[src/rtl/nonce_report_tx.sv]
// Golden-nonce / job-complete return path: queues nonces in a small FIFO and
// presents them one at a time, then reports completion, over a valid/ack link.
module nonce_report_tx #(
  parameter int unsigned DEPTH = 8,
  parameter int unsigned AW    = 3
) (
  input  logic        clk_h,
  input  logic        rst_n,
  input  logic        start_hash,
  input  logic        host_break,
  input  logic        ticket2moon,
  input  logic [31:0] nonce,
  input  logic        hash_cmplt,
  output logic        rpt_valid,
  output logic [31:0] rpt_status,
  output logic [31:0] rpt_nonce,
  input  logic        rpt_ack,
  output logic [3:0]  fifo_level
);

  typedef enum logic [1:0] {IDLE, LOAD, LOAD_DONE, WAIT_ACK} state_t;

  localparam logic [AW:0]  FULL_LVL   = (AW+1)'(DEPTH);
  localparam logic [15:0]  CODE_NONCE = 16'h2121;
  localparam logic [15:0]  CODE_DONE  = 16'hffff;

  state_t        state, state_nx;
  logic          start_q;
  logic          clr;
  logic [31:0]   mem [DEPTH];
  logic [AW-1:0] wr_ptr, rd_ptr;
  logic [AW:0]   level;
  logic [7:0]    seq;
  logic          ovf, cmplt_pend;
  logic          full, empty, push, pop, drop;

  // A start_hash rising edge or host_break flushes everything in one cycle
  assign clr   = host_break | (start_hash & ~start_q);
  assign full  = (level == FULL_LVL);
  assign empty = (level == '0);
  // A pop in the same cycle frees a slot, so a push at full is still accepted
  assign pop   = (state == LOAD) & ~clr;
  assign push  = ticket2moon & ~clr & (~full | pop);
  assign drop  = ticket2moon & ~clr & full & ~pop;
  assign fifo_level = 4'(level);

  // Previous start_hash value for edge detection
  always_ff @(posedge clk_h or negedge rst_n) begin
    if (!rst_n) start_q <= 1'b0;
    else        start_q <= start_hash;
  end

  // FIFO storage (no reset needed; validity tracked by level)
  always_ff @(posedge clk_h) begin
    if (push) mem[wr_ptr] <= nonce;
  end

  // FIFO pointers and occupancy
  always_ff @(posedge clk_h or negedge rst_n) begin
    if (!rst_n) begin
      wr_ptr <= '0;
      rd_ptr <= '0;
      level  <= '0;
    end else if (clr) begin
      wr_ptr <= '0;
      rd_ptr <= '0;
      level  <= '0;
    end else begin
      if (push) wr_ptr <= wr_ptr + 1'b1;
      if (pop)  rd_ptr <= rd_ptr + 1'b1;
      if (push && !pop)      level <= level + 1'b1;
      else if (pop && !push) level <= level - 1'b1;
    end
  end

  // Sequence number, sticky overflow and pending completion
  always_ff @(posedge clk_h or negedge rst_n) begin
    if (!rst_n) begin
      seq        <= '0;
      ovf        <= 1'b0;
      cmplt_pend <= 1'b0;
    end else if (clr) begin
      seq        <= '0;
      ovf        <= 1'b0;
      cmplt_pend <= 1'b0;
    end else begin
      if (state == LOAD || state == LOAD_DONE) seq <= seq + 8'd1;
      if (drop) ovf <= 1'b1;
      // A new hash_cmplt landing on the LOAD_DONE cycle must not be lost
      if (hash_cmplt)               cmplt_pend <= 1'b1;
      else if (state == LOAD_DONE)  cmplt_pend <= 1'b0;
    end
  end

  // State register
  always_ff @(posedge clk_h or negedge rst_n) begin
    if (!rst_n) state <= IDLE;
    else        state <= state_nx;
  end

  // Next-state logic: queued nonces take priority over completion
  always_comb begin
    state_nx = state;
    unique case (state)
      IDLE: begin
        if (!empty)          state_nx = LOAD;
        else if (cmplt_pend) state_nx = LOAD_DONE;
      end
      LOAD:      state_nx = WAIT_ACK;
      LOAD_DONE: state_nx = WAIT_ACK;
      WAIT_ACK:  if (rpt_ack) state_nx = IDLE;
      default:   state_nx = IDLE;
    endcase
    if (clr) state_nx = IDLE;
  end

  // Report output registers, held stable while waiting for ack
  always_ff @(posedge clk_h or negedge rst_n) begin
    if (!rst_n) begin
      rpt_valid  <= 1'b0;
      rpt_status <= '0;
      rpt_nonce  <= '0;
    end else if (clr) begin
      rpt_valid <= 1'b0;
    end else begin
      unique case (state)
        LOAD: begin
          rpt_nonce  <= mem[rd_ptr];
          rpt_status <= {ovf, 2'b00, start_hash, CODE_NONCE, 4'(level), seq};
          rpt_valid  <= 1'b1;
        end
        LOAD_DONE: begin
          rpt_nonce  <= '1;
          rpt_status <= {ovf, 2'b00, start_hash, CODE_DONE, 4'(level), seq};
          rpt_valid  <= 1'b1;
        end
        WAIT_ACK:  if (rpt_ack) rpt_valid <= 1'b0;
        default:   ;
      endcase
    end
  end

endmodule

[config.mk]
export PLATFORM = sky130hd
export DESIGN_NAME = nonce_report_tx
export DESIGN_NICKNAME = d
export VERILOG_FILES = /design/src/rtl/nonce_report_tx.sv
export SDC_FILE = /design/constraint.sdc
export NUM_CORES = 1
export LEC_CHECK = 0
export ABC_AREA = 1
export ABC_CLOCK_PERIOD_IN_PS = 3000
export CAP_MARGIN = 20
export CORE_MARGIN = 10
export CORE_UTILIZATION = 52
export CTS_CLUSTER_DIAMETER = 120
export CTS_CLUSTER_SIZE = 40
export DETAILED_ROUTE_END_ITERATION = 10
export GPL_ROUTABILITY_DRIVEN = 0
export PLACE_DENSITY_LB_ADDON = 0.25
export SLEW_MARGIN = 5
export SYNTH_ARGS = -nofsm -noshare
export SYNTH_HDL_FRONTEND = slang
export SYNTH_SLANG_ARGS = --single-unit
[constraint.sdc]
create_clock -name clk_h -period 3 [get_ports clk_h]
set_input_delay 0.3 -clock clk_h [delete_from_list [all_inputs] [get_ports clk_h]]
set_output_delay 0.3 -clock clk_h [all_outputs]
set_load 0.005 [all_outputs]
==> metrics.md <==
| Metric | Value |
|---|---|
| Hold Path Origin | start_hash |
| Initial antenna violation count | 0 |
| FILL cells | 2,013 |
| Ys async rst share | 0.220 |
| CTS max path bufs | 3 |
| Initial Utilization | 0.528 |
| # IOs | 108 |
| Synth Cell Area | 13,300 um2 |
| WL final | 27,400 um |
| CP required | 3.17 ns |
| Die Y | 180 um |
| Port Buffers | 105 |
| CP Data Arrival Time | 2.52 ns |
| Synth Instances | 1,143 |
| F_max | 426 MHz |
| Slew Limit Fails | 0 |
| Overflow after GRT | 0 |
| Nets@finish | 1,264 |
| Full die area | 32,300 um2 |
| Root Buffer | clkbuf_16 |
| Netlist cell types | 30 |
| Layout cells sized above 1 | 0.0566 |
| Clock transition time at the flip-flop clock pins of the worst setup and hold paths | 0.14 ns |
| First-pass GRT wire length | 43,600 um |
| GRT Resource Usage Total | 0.162 |
| Top-area cell type share of the netlist area | 0.579 |
| Drt drc | 0 |
| DRT antenna net count | 0 |
| Detailed Routing Iterations Pass 1 | 5 |
| Post-CTS setup buffer count | 0 |
| Final Util | 0.598 |
| Minimum clock period | 2.35 ns |
| Sequential share of power | 0.542 |
| Reg-to-reg slack, setup | 0.65 ns |
| Crit path launch type | flop |
| Power Density | 672 nW/um2 |
| Sink Count | 328 |
| Routed WL per cell | 17.7 um |
| Most common cell in the netlist | nand2_1 |
| CTS tree | done |
| Worst Reg-to-Reg Cells | 7 |
| Detailed placement HPWL | 16,600 um |
| Max Cap Viol | 0 |
| Mean post-synth cell area | 11.6 um2 |
| Final setup vio count | 0 |
| Period utilization | 0.783 |
| Outcome | completed |
| RSZ-0062 raised after global routing | false |
| Number of global-route vias before repair | 8,073 |
| Hold/Removal Path Class | in2reg |
| Worst-margin pin slew | 0.802 ns |
| Yosys warning count | 0 |
| Worst clock skew | 0.0453 ns |
| R2R Path End | mem[1][30] |
| Top cells by count, synth | nand2_1, edfxtp_1, nand3_1, dfrtp_1, inv_1 |
| Synth Register Bits | 328 |
| Pre-CTS WS | 0.406 ns |
| Post-synthesis sequential area ratio | 0.714 |
| Post-route setup TNS | 0 ns |
| Hold WS | 0.303 ns |
| Hold-critical path depth | 1 |
| Worst-path fanout max | 23 |
| RR Startpoint | state[1] |
| Synth top area cells | edfxtp_1, dfrtp_1, nand3_1, nand2_1, inv_1 |
| Via count | 8,288 |
| Final WS setup | 0.651 ns |
| Post-synth top flop | edfxtp_1 |
| Number of enable flip-flop cells after synthesis | 256 |
| Peak VDD IR | 0.483 mV |
| Rows | 58 |
| Crit path kind | reg2reg |
| Core area | 25,200 um2 |
| Combinational group share of total power | 0.248 |
| H-Tree Depth | 1 |
| Sw power | 2.89 mW |
| Die X | 180 um |
| Area leader, netlist | edfxtp_1 |
| Largest net degree at the start of global routing | 130 |
| TritonCTS Buffers | 12 |
| Area delta synth->final | 13.4% |
| Crit end category | flop |
| Pint | 7.23 mW |
| Vias per cell | 5.35 |
| N_diodes | 0 |
| Final hold viol count | 0 |
| Switch share | 0.285 |
| Hold endpoint | start_q |
| 1st-iter DRT viols | 788 |
| Relative slew slack | 0.466 |
| Pleak | 5.53 nW |
| Skew-Pair Late Insertion Delay | 0.50 ns |
| Clock network fraction of design power | 0.210 |
[repair_timing]
action                     in CTS  in global routing
hold endpoints to repair       50                  0
hold buffers                    1                  0
resized for setup               0                  0
setup endpoints to repair       0                  0
[power groups by stage]
stage	Sequential [mW]	Combinational (mW)	Clock (mW)
finish	5.49	2.51	2.12
global route	5.54	2.82	2.33
CTS	5.49	2.57	2.17
detailed placement	5.59	2.56	0
global placement	5.58	2.49	0
floorplan	5.59	1.41	0
[layout by cell type (no fill, tap or decap), types with 6 or more instances in the layout]
master / instances
a21oi_1: 13
buf_12: 8
buf_4: 18
clkbuf_1: 6
clkbuf_16: 13
clkdlybuf4s50_1: 104
dfrtp_1: 70
edfxtp_1: 256
ha_1: 10
inv_1: 62
nand2_1: 309
nand3_1: 238
nor2_1: 9
nor2_4: 8
nor3_1: 7
o21ai_0: 37
o21ai_1: 19
[state kept, by name (all words and copies together) (netlist names)]
| name | count |
|---|---|
| rd_ptr | 3 |
| start_q | 1 |
| wr_ptr | 3 |
| seq | 8 |
| rpt_valid | 1 |
| fifo_level | 4 |
| rpt_nonce | 32 |
| ovf | 1 |
| rpt_status | 16 |
| state | 2 |
| mem | 256 |
| cmplt_pend | 1 |
[kinds of logic (layout without fill, tap and decap cells)]
family                     count (synthesis)  count (layout)  share of synthesized area
AOI/OAI and AO/OA                         77              77                     0.0312
other                                      1               2                   0.000282
DFF                                      328             328                      0.714
adders and majority gates                 11              11                     0.0109
xor gates and xnor gates                   2               2                    0.00132
buffers and inverters                    146             222                     0.0522
and+or+nand+nor                          578             578                      0.190
[how the worst max path moves through the flow]
stage,from,end,slack (ns),cells after the start
finish,state[1],mem[1][30],0.65,7
global route,state[1],mem[1][6],0.48,7
CTS,state[1],mem[1][2],0.63,7
detailed placement,start_hash,mem[1][9],0.41,8
global placement,start_hash,mem[1][8],0.46,8
floorplan,state[1],mem[0][0],0.04,6
[metal layers]
layer | wire length (um) | GRT usage | part of all wire
met5 | 0 | 0 | 0
met4 | 389 | 0.0341 | 0.014
met3 | 1320 | 0.0183 | 0.048
met2 | 13600 | 0.276 | 0.50
met1 | 12100 | 0.219 | 0.44
[stage by stage]
step | instance area, um2 | power (mW) | std cells
after floorplan | 13300 | 7.00 | 1144
after global placement | 14700 | 8.08 | 1529
after detailed placement | 14700 | 8.16 | 1529
after CTS | 15100 | 10.2 | 1550
after global routing | 15100 | 10.7 | 1550
final | 15100 | 10.1 | 1550
[worst max-delay path, stage by stage, from the launching register on]
cell,delay [ns]
dfrtp_1,0.42
inv_1,0.12
ha_1,0.23
nand3_1,0.19
a21boi_2,0.27
nand2_1,0.28
nor2_4,0.16
buf_4,0.34
[cell type report]
type                    count  area, um2  share of cell area
clock inverters             1       30.0             0.00199
well taps                 330        413              0.0274
flip-flops and latches    328       9490               0.630
repair buffers            131       1350              0.0893
inverters                  71        270              0.0179
clock buffers              19        348              0.0231
multi-input cells         670       3170               0.210
Power figures use the tool's default switching activity.
